$ cat src/rtl/ws2801_rx.sv
// rtl/ws2801_rx.sv - WS2801 receiver node: captures its own 24-bit pixel, forwards later bits, latches on CKI idle.
// Optional WS2801_RX_STATS_EN adds frame_cnt/pass_cnt statistics outputs.
module ws2801_rx #(
    parameter int FREQ        = 12_500_000,
    parameter int LATCH_US    = 500,
    parameter int SYNC_STAGES = 2
) (
    input  logic        clk,
    input  logic        rst,
    input  logic        CKI,
    input  logic        SDI,
    output logic        CKO,
    output logic        SDO,
    output logic [23:0] rgb,
    output logic        rgb_valid,
    output logic        short_err
`ifdef WS2801_RX_STATS_EN
    ,
    output logic [15:0] frame_cnt,
    output logic [15:0] pass_cnt
`endif
);

    localparam int LATCH_CYCLES = FREQ / 1_000_000 * LATCH_US;
    localparam int IW = $clog2(LATCH_CYCLES + 1);
    localparam logic [IW-1:0] LATCH_VAL = IW'(LATCH_CYCLES);

    typedef enum logic [1:0] {IDLE, SHIFT, PASS} state_t;

    state_t                 state;
    logic [SYNC_STAGES-1:0] ck_sh;
    logic [SYNC_STAGES-1:0] sd_sh;
    logic                   ck_prev;
    logic                   fwd;
    logic [23:0]            shadow;
    logic [4:0]             bit_cnt;
    logic [IW-1:0]          idle_cnt;
    logic                   ck_sync;
    logic                   sd_sync;
    logic                   ck_rise;
    logic                   latch_hit;

    assign ck_sync   = ck_sh[SYNC_STAGES-1];
    assign sd_sync   = sd_sh[SYNC_STAGES-1];
    assign ck_rise   = ck_sync & ~ck_prev;
    // Fires only on the increment into LATCH_VAL; saturation keeps it single-shot.
    assign latch_hit = ~ck_sync && (idle_cnt == LATCH_VAL - IW'(1));

    always_ff @(posedge clk or negedge rst) begin
        if (!rst) begin
            ck_sh <= '0;
            sd_sh <= '0;
        end else begin
            ck_sh <= {ck_sh[SYNC_STAGES-2:0], CKI};
            sd_sh <= {sd_sh[SYNC_STAGES-2:0], SDI};
        end
    end

    always_ff @(posedge clk or negedge rst) begin
        if (!rst) begin
            state     <= IDLE;
            ck_prev   <= 1'b0;
            fwd       <= 1'b0;
            CKO       <= 1'b0;
            SDO       <= 1'b0;
            rgb       <= 24'h0;
            rgb_valid <= 1'b0;
            short_err <= 1'b0;
            shadow    <= 24'h0;
            bit_cnt   <= 5'd0;
            idle_cnt  <= '0;
        end else begin
            rgb_valid <= 1'b0;
            short_err <= 1'b0;
            ck_prev   <= ck_sync;
            // fwd is only set by a rise seen in PASS, so the 24th bit's own clock never reaches CKO.
            CKO       <= ck_prev & fwd;

            if (ck_sync)
                idle_cnt <= '0;
            else if (idle_cnt != LATCH_VAL)
                idle_cnt <= idle_cnt + IW'(1);

            if (latch_hit) begin
                if (bit_cnt == 5'd24) begin
                    rgb       <= shadow;
                    rgb_valid <= 1'b1;
                end else if (bit_cnt != 5'd0) begin
                    short_err <= 1'b1;
                end
                bit_cnt <= 5'd0;
                shadow  <= 24'h0;
                SDO     <= 1'b0;
                fwd     <= 1'b0;
                state   <= IDLE;
            end else if (ck_rise) begin
                case (state)
                    IDLE, SHIFT: begin
                        shadow  <= {shadow[22:0], sd_sync};
                        bit_cnt <= bit_cnt + 5'd1;
                        state   <= (bit_cnt == 5'd23) ? PASS : SHIFT;
                        fwd     <= 1'b0;
                    end
                    PASS: begin
                        SDO <= sd_sync;
                        fwd <= 1'b1;
                    end
                    default: state <= IDLE;
                endcase
            end
        end
    end

`ifdef WS2801_RX_STATS_EN
    always_ff @(posedge clk or negedge rst) begin
        if (!rst) begin
            frame_cnt <= 16'h0;
            pass_cnt  <= 16'h0;
        end else if (latch_hit) begin
            if (bit_cnt == 5'd24)
                frame_cnt <= frame_cnt + 16'd1;
            pass_cnt <= 16'h0;
        end else if (ck_rise && state == PASS && pass_cnt != 16'hFFFF) begin
            pass_cnt <= pass_cnt + 16'd1;
        end
    end
`endif

endmodule

$ cat config.mk
export PLATFORM = sky130hd
export DESIGN_NAME = ws2801_rx
export DESIGN_NICKNAME = d
export VERILOG_FILES = /design/src/rtl/ws2801_rx.sv
export SDC_FILE = /design/constraint.sdc
export NUM_CORES = 1
export LEC_CHECK = 0
export ABC_AREA = 0
export CAP_MARGIN = 40
export CELL_PAD_IN_SITES_DETAIL_PLACEMENT = 1
export CELL_PAD_IN_SITES_GLOBAL_PLACEMENT = 1
export CORE_ASPECT_RATIO = 2
export CORE_MARGIN = 3
export CORE_UTILIZATION = 40
export CTS_BUF_LIST = sky130_fd_sc_hd__clkbuf_4 sky130_fd_sc_hd__clkbuf_8 sky130_fd_sc_hd__clkbuf_16
export CTS_CLUSTER_DIAMETER = 40
export DETAILED_ROUTE_END_ITERATION = 10
export GPL_ROUTABILITY_DRIVEN = 0
export PLACE_DENSITY = 0.73
export SETUP_SLACK_MARGIN = 0.02
export SLEW_MARGIN = 15
export SYNTH_ARGS = -nofsm -noshare
export SYNTH_HDL_FRONTEND = slang
export SYNTH_SLANG_ARGS = --single-unit
$ cat constraint.sdc
create_clock -name clk -period 2.1 [get_ports clk]
set_input_delay 0.42 -clock clk [delete_from_list [all_inputs] [get_ports clk]]
set_output_delay 0.42 -clock clk [all_outputs]
set_load 0.02 [all_outputs]
==> Word level (Yosys, flattened, before mapping) <==
Index checks and enable logic that the tools add are counted.
{ "totals": {"register_bits": 78, "latchBits": 0, "ram_bits": 0, "rom_bits": 0, "in_bits": 4, "out_inout_bits": 28, "memories": 0} }
{ "classes": {"n_addsub": 2, "mul": 0, "div_mod_pow": 0, "order_cmp": 0, "n_eq_ne": 7, "n_shift": 0, "n_mux": 23, "bitwise": 4, "reduce_logical": 14} }
{ "op_table": {"columns": ["op", "n"], "rows": [
  ["$mux W24", 3],
  ["$mux W13", 2],
  ["$mux W5", 3],
  ["$add A13 B1 Y13 const B", 1],
  ["$eq A13 B13 Y1 const B", 1],
  ["$ne A13 B13 Y1 const B", 1],
  ["$eq A5 B5 Y1 const B", 2],
  ["$mux W1", 10],
  ["$reduce_and A2 Y1", 5],
  ["$reduce_bool A2 Y1", 4],
  ["$mux W2", 3],
  ["$add A5 B1 Y5 const B", 1],
  ["$reduce_bool A5 Y1", 1],
  ["$pmux W2 S2", 1],
  ["$reduce_bool A3 Y1", 1],
  ["$and A1 B1 Y1", 2],
  ["$eq A2 B1 Y1 const B", 1],
  ["$eq A2 B2 Y1 const B", 1],
  ["$logic_not A2 Y1", 1],
  ["$ne A2 B2 Y1 const B", 1],
  ["$not A1 Y1", 2],
  ["$pmux W1 S2", 1],
  ["$reduce_or A2 Y1", 1],
  ["$logic_and A1 B1 Y1", 1]
]} }

==> Logic depth before layout (Yosys ltp) <==
{ "logic_depth": {"word_depth": 5, "depth_mapped": 7} }

==> Worst setup path after synthesis <==
OpenSTA, ideal clock, no wires.
{ "synth_timing": {"kind": "register -> register", "from": "register idle_cnt[0]", "to": "register rgb[10]", "setup_time_ns": 0.127, "arrival_ns": 1.912, "required_ns": 1.973, "path_slack_ns": 0.061, "path_stages_with_launch": 8, "period_less_slack_ns": 2.039, "path_cell_list": "dfrtp_1 ha_1 nand3_2 nor4_4 and4_1 buf_4 buf_6 mux2_1"} }
{ "synth_via": {"elab_chain_cells": 3} }
{ "synth_lines": {"columns": ["element", "line_no", "source"], "rows": [
  ["start, declared", "37", "logic [IW-1:0] idle_cnt;"],
  ["start signal, assigned", "82", "idle_cnt <= idle_cnt + IW'(1);"],
  ["$eq A13 B13 Y1", "47", "assign latch_hit = ~ck_sync && (idle_cnt == LATCH_VAL - IW'(1));"],
  ["$logic_and A1 B1 Y1", "47", null],
  ["$reduce_and A2 Y1 (no line)", null, null],
  ["end signal, assigned", "86", "rgb <= shadow;"],
  ["end, declared", "14", "output logic [23:0] rgb,"]
]} }
No other way between the ends.
A chain may end at the register's enable or synchronous reset.

==> Worst setup path in the final report <==
{ "layout_timing": {"from": "register idle_cnt[7]", "to": "register rgb[3]"} }
The elaborated chain is that of the path after synthesis.

==> out/metrics.csv <==
metric;value;unit
cts.sinks;78;
layout_common_cells;78 x dfrtp_1, 54 x nand2_1, 30 x clkdlybuf4s50_1, 28 x o21ai_0, 19 x mux2_1;
clock_power_share;43.4;%
combPwrFrac;7.9;%
r2r_start;idle_cnt[7];
ys_async_sr_fraction;100;%
io_pins;32;
hold_class;primary input to async pin;
grt_setup_unrepaired;no;
intPower;2.71;mW
yosys.area.top_type;dfrtp_1;
route.detailed.drc;0;
die_h;133;microns
grtUsageTotal;16.4;%
setup_violations;0;
power.density;905;nW/um^2
switching_share;24.6;%
finalMaxSlewViolations;0;
fin_cells;420;
critPathCaptureType;flip-flop;
dp_hpwl;4420;microns
slowest_stage;dfrtp_1;
rows;45;
tns;0;ps
grt_pass1_wl;12000;microns
yosys.area.top_type_share;60.7;%
syn-num-nets;291;
layout_commonest_cell;dfrtp_1;
startpoint_type;flip-flop;
fin_util;51.5;%
grt_max_degree;50;
hold_viol;0;
slowest_delay;400;ps
period_share;91.5;%
die_w;69.4;microns
wl_per_cell;15.9;microns
vias_per_cell;5.23;
synthFlopType;dfrtp_1;
cts_hold_buf;0;
clkTransAtPathRegs;60;ps
dp_cells;404;
avgSynthCellArea;11.4;sq um
worstRegToRegCells;5;
insertion_delay;330;ps
synth_area_leaders;dfrtp_1 61%, mux2_1 6.7%, nand2_1 6.3%;
finClkSkew;6.15;ps
ir_worst_vdd;0.550;mV
post_dp_cell_area;3670;sq um
worstPathRequired;2310;ps
rrSetupSlack;180;ps
finalPower;3.59;mW
tightest_slew;401;ps
crit_chain;nand4b_1, nor4_4, and4_1, buf_12, mux2_2;
antenna_found_initial;0;
relSlewSlack;73.2;%
fmax;520;MHz
nets;329;
final_antenna_net_count;0;
ys_seq_area_share;60.7;%
grt_overflow;0;
cts_tree;built;
drt_iter0_markers;78;
cts_setup_buffers;0;
wirelength;6670;microns
synth_edf_count;0;
ys.warnings.count;0;
initial_core_util;41.7;%
crit_type;flip-flop to flip-flop;
io_buffers;31;
antenna_cells;0;
cts_max_path_buffers;2;
firstDrtPassIters;4;
final_layout_size_suffix_gt1_share;11.0;%
post_synth_num_cell_types;38;
core-area;7710;sq um
critPathMaxFanout;25;
arrival;2140;ps
ys_seq_elements;78;
drv_cap;0;
fin_area;3970;sq um
synth_area;3210;sq um
h-tree-depth;3;
ctsResizeCount;0;
r2r-end;rgb[3];
status;complete, no violations;
grt_pass1_vias;2456;
area_growth;23.7;%
period_minus_slack;1920;ps
die-area;9210;sq um
cts_buffers;9;
seqPwrFrac;48.8;%
power_switching;886;uW
p_leak;1.79;nW
vias;2196;
crit_buf_inv;1;
synth_cells;283;
clockRootBuffer;clkbuf_16;
crit_family;simple AND/OR/NAND/NOR gates;
==> area by class of cell <==
class                      instances  area [sq um]
inverter                           8          30.0
fill                             839          3740
sequential                        78          1950
timing repair buffer              40           400
tap                               94           118
multi-input combinational        184          1170
clock inverter                     5          58.8
clock buffer                      11           246
==> cell usage after synthesis, drive strengths merged, types with 2 or more instances <==
library cell and instances:
dfrtp 78, nand2 54, o21ai 28, mux2 25
nor2 14, clkbuf 9, inv 8, xnor2 7
nand2b 6, a21oi 5, buf 4, ha 4
nand3 4, nand4 4, or3 4, xor2 4
mux2i 3, nor2b 3, nor3 3, nand4b 2
nor4 2
==> worst max path at each step <==
stage,slack (ps),from,cells after the start,endpoint
2_1_floorplan,60,idle_cnt[0],7,rgb[10]
3_3_place_gp,230,idle_cnt[7],5,rgb[3]
3_5_place_dp,170,idle_cnt[7],5,rgb[13]
4_1_cts,160,idle_cnt[7],5,rgb[3]
5_1_grt,80,idle_cnt[8],5,rgb[3]
6_report,180,idle_cnt[7],5,rgb[3]
==> registers in the layout (all words and copies together), names as in the netlist, 2 cells and up <==
name and count:
bit_cnt 5, ck_sh 2, idle_cnt 13, rgb 24, sd_sh 2, shadow 24
state 2
==> layer usage <==
metal,vias to the layer above,GRT usage (%),wire length [microns]
met5,-,0,0
met4,0,7.17,138
met3,10,3.27,164
met2,32,29.2,3810
met1,1121,18.6,2570
li1,1033,-,-
==> worst reg2reg max path, cell delays in order, from the launching register on <==
cell,delay [ps]
dfrtp_1,400
nand4b_1,260
nor4_4,310
and4_1,280
buf_12,200
mux2_2,360
==> metrics by stage <==
step / setup WS [ps] / hold WS (ps)
global placement: 233 / 334
floorplan: 60.6 / 124
global route: 78.6 / 44.3
detailed placement: 166 / 336
CTS: 162 / 22.8
finish: 178 / 17.3
==> power by group through the flow <==
stage | Combinational, mW | Sequential (mW) | Clock, mW
floorplan | 0.185 | 1.74 | 0
global placement | 0.268 | 1.77 | 0
detailed placement | 0.284 | 1.78 | 0
CTS | 0.293 | 1.76 | 1.60
global route | 0.334 | 1.78 | 1.66
finish | 0.282 | 1.75 | 1.56
==> cells by family (layout without fill, tap and decap cells) <==
kind of cell	count (synthesis)	count (layout)	share of synthesized area, %
and+or+nand+nor	102	102	15.4
DFF	78	78	60.7
AOI/OAI and AO/OA	39	39	6.58
muxes	28	28	9.70
buffers and inverters	21	64	3.04
xor gates and xnor gates	11	11	3.00
adders and majority gates	4	4	1.56
(Power assumes the default switching activity.)
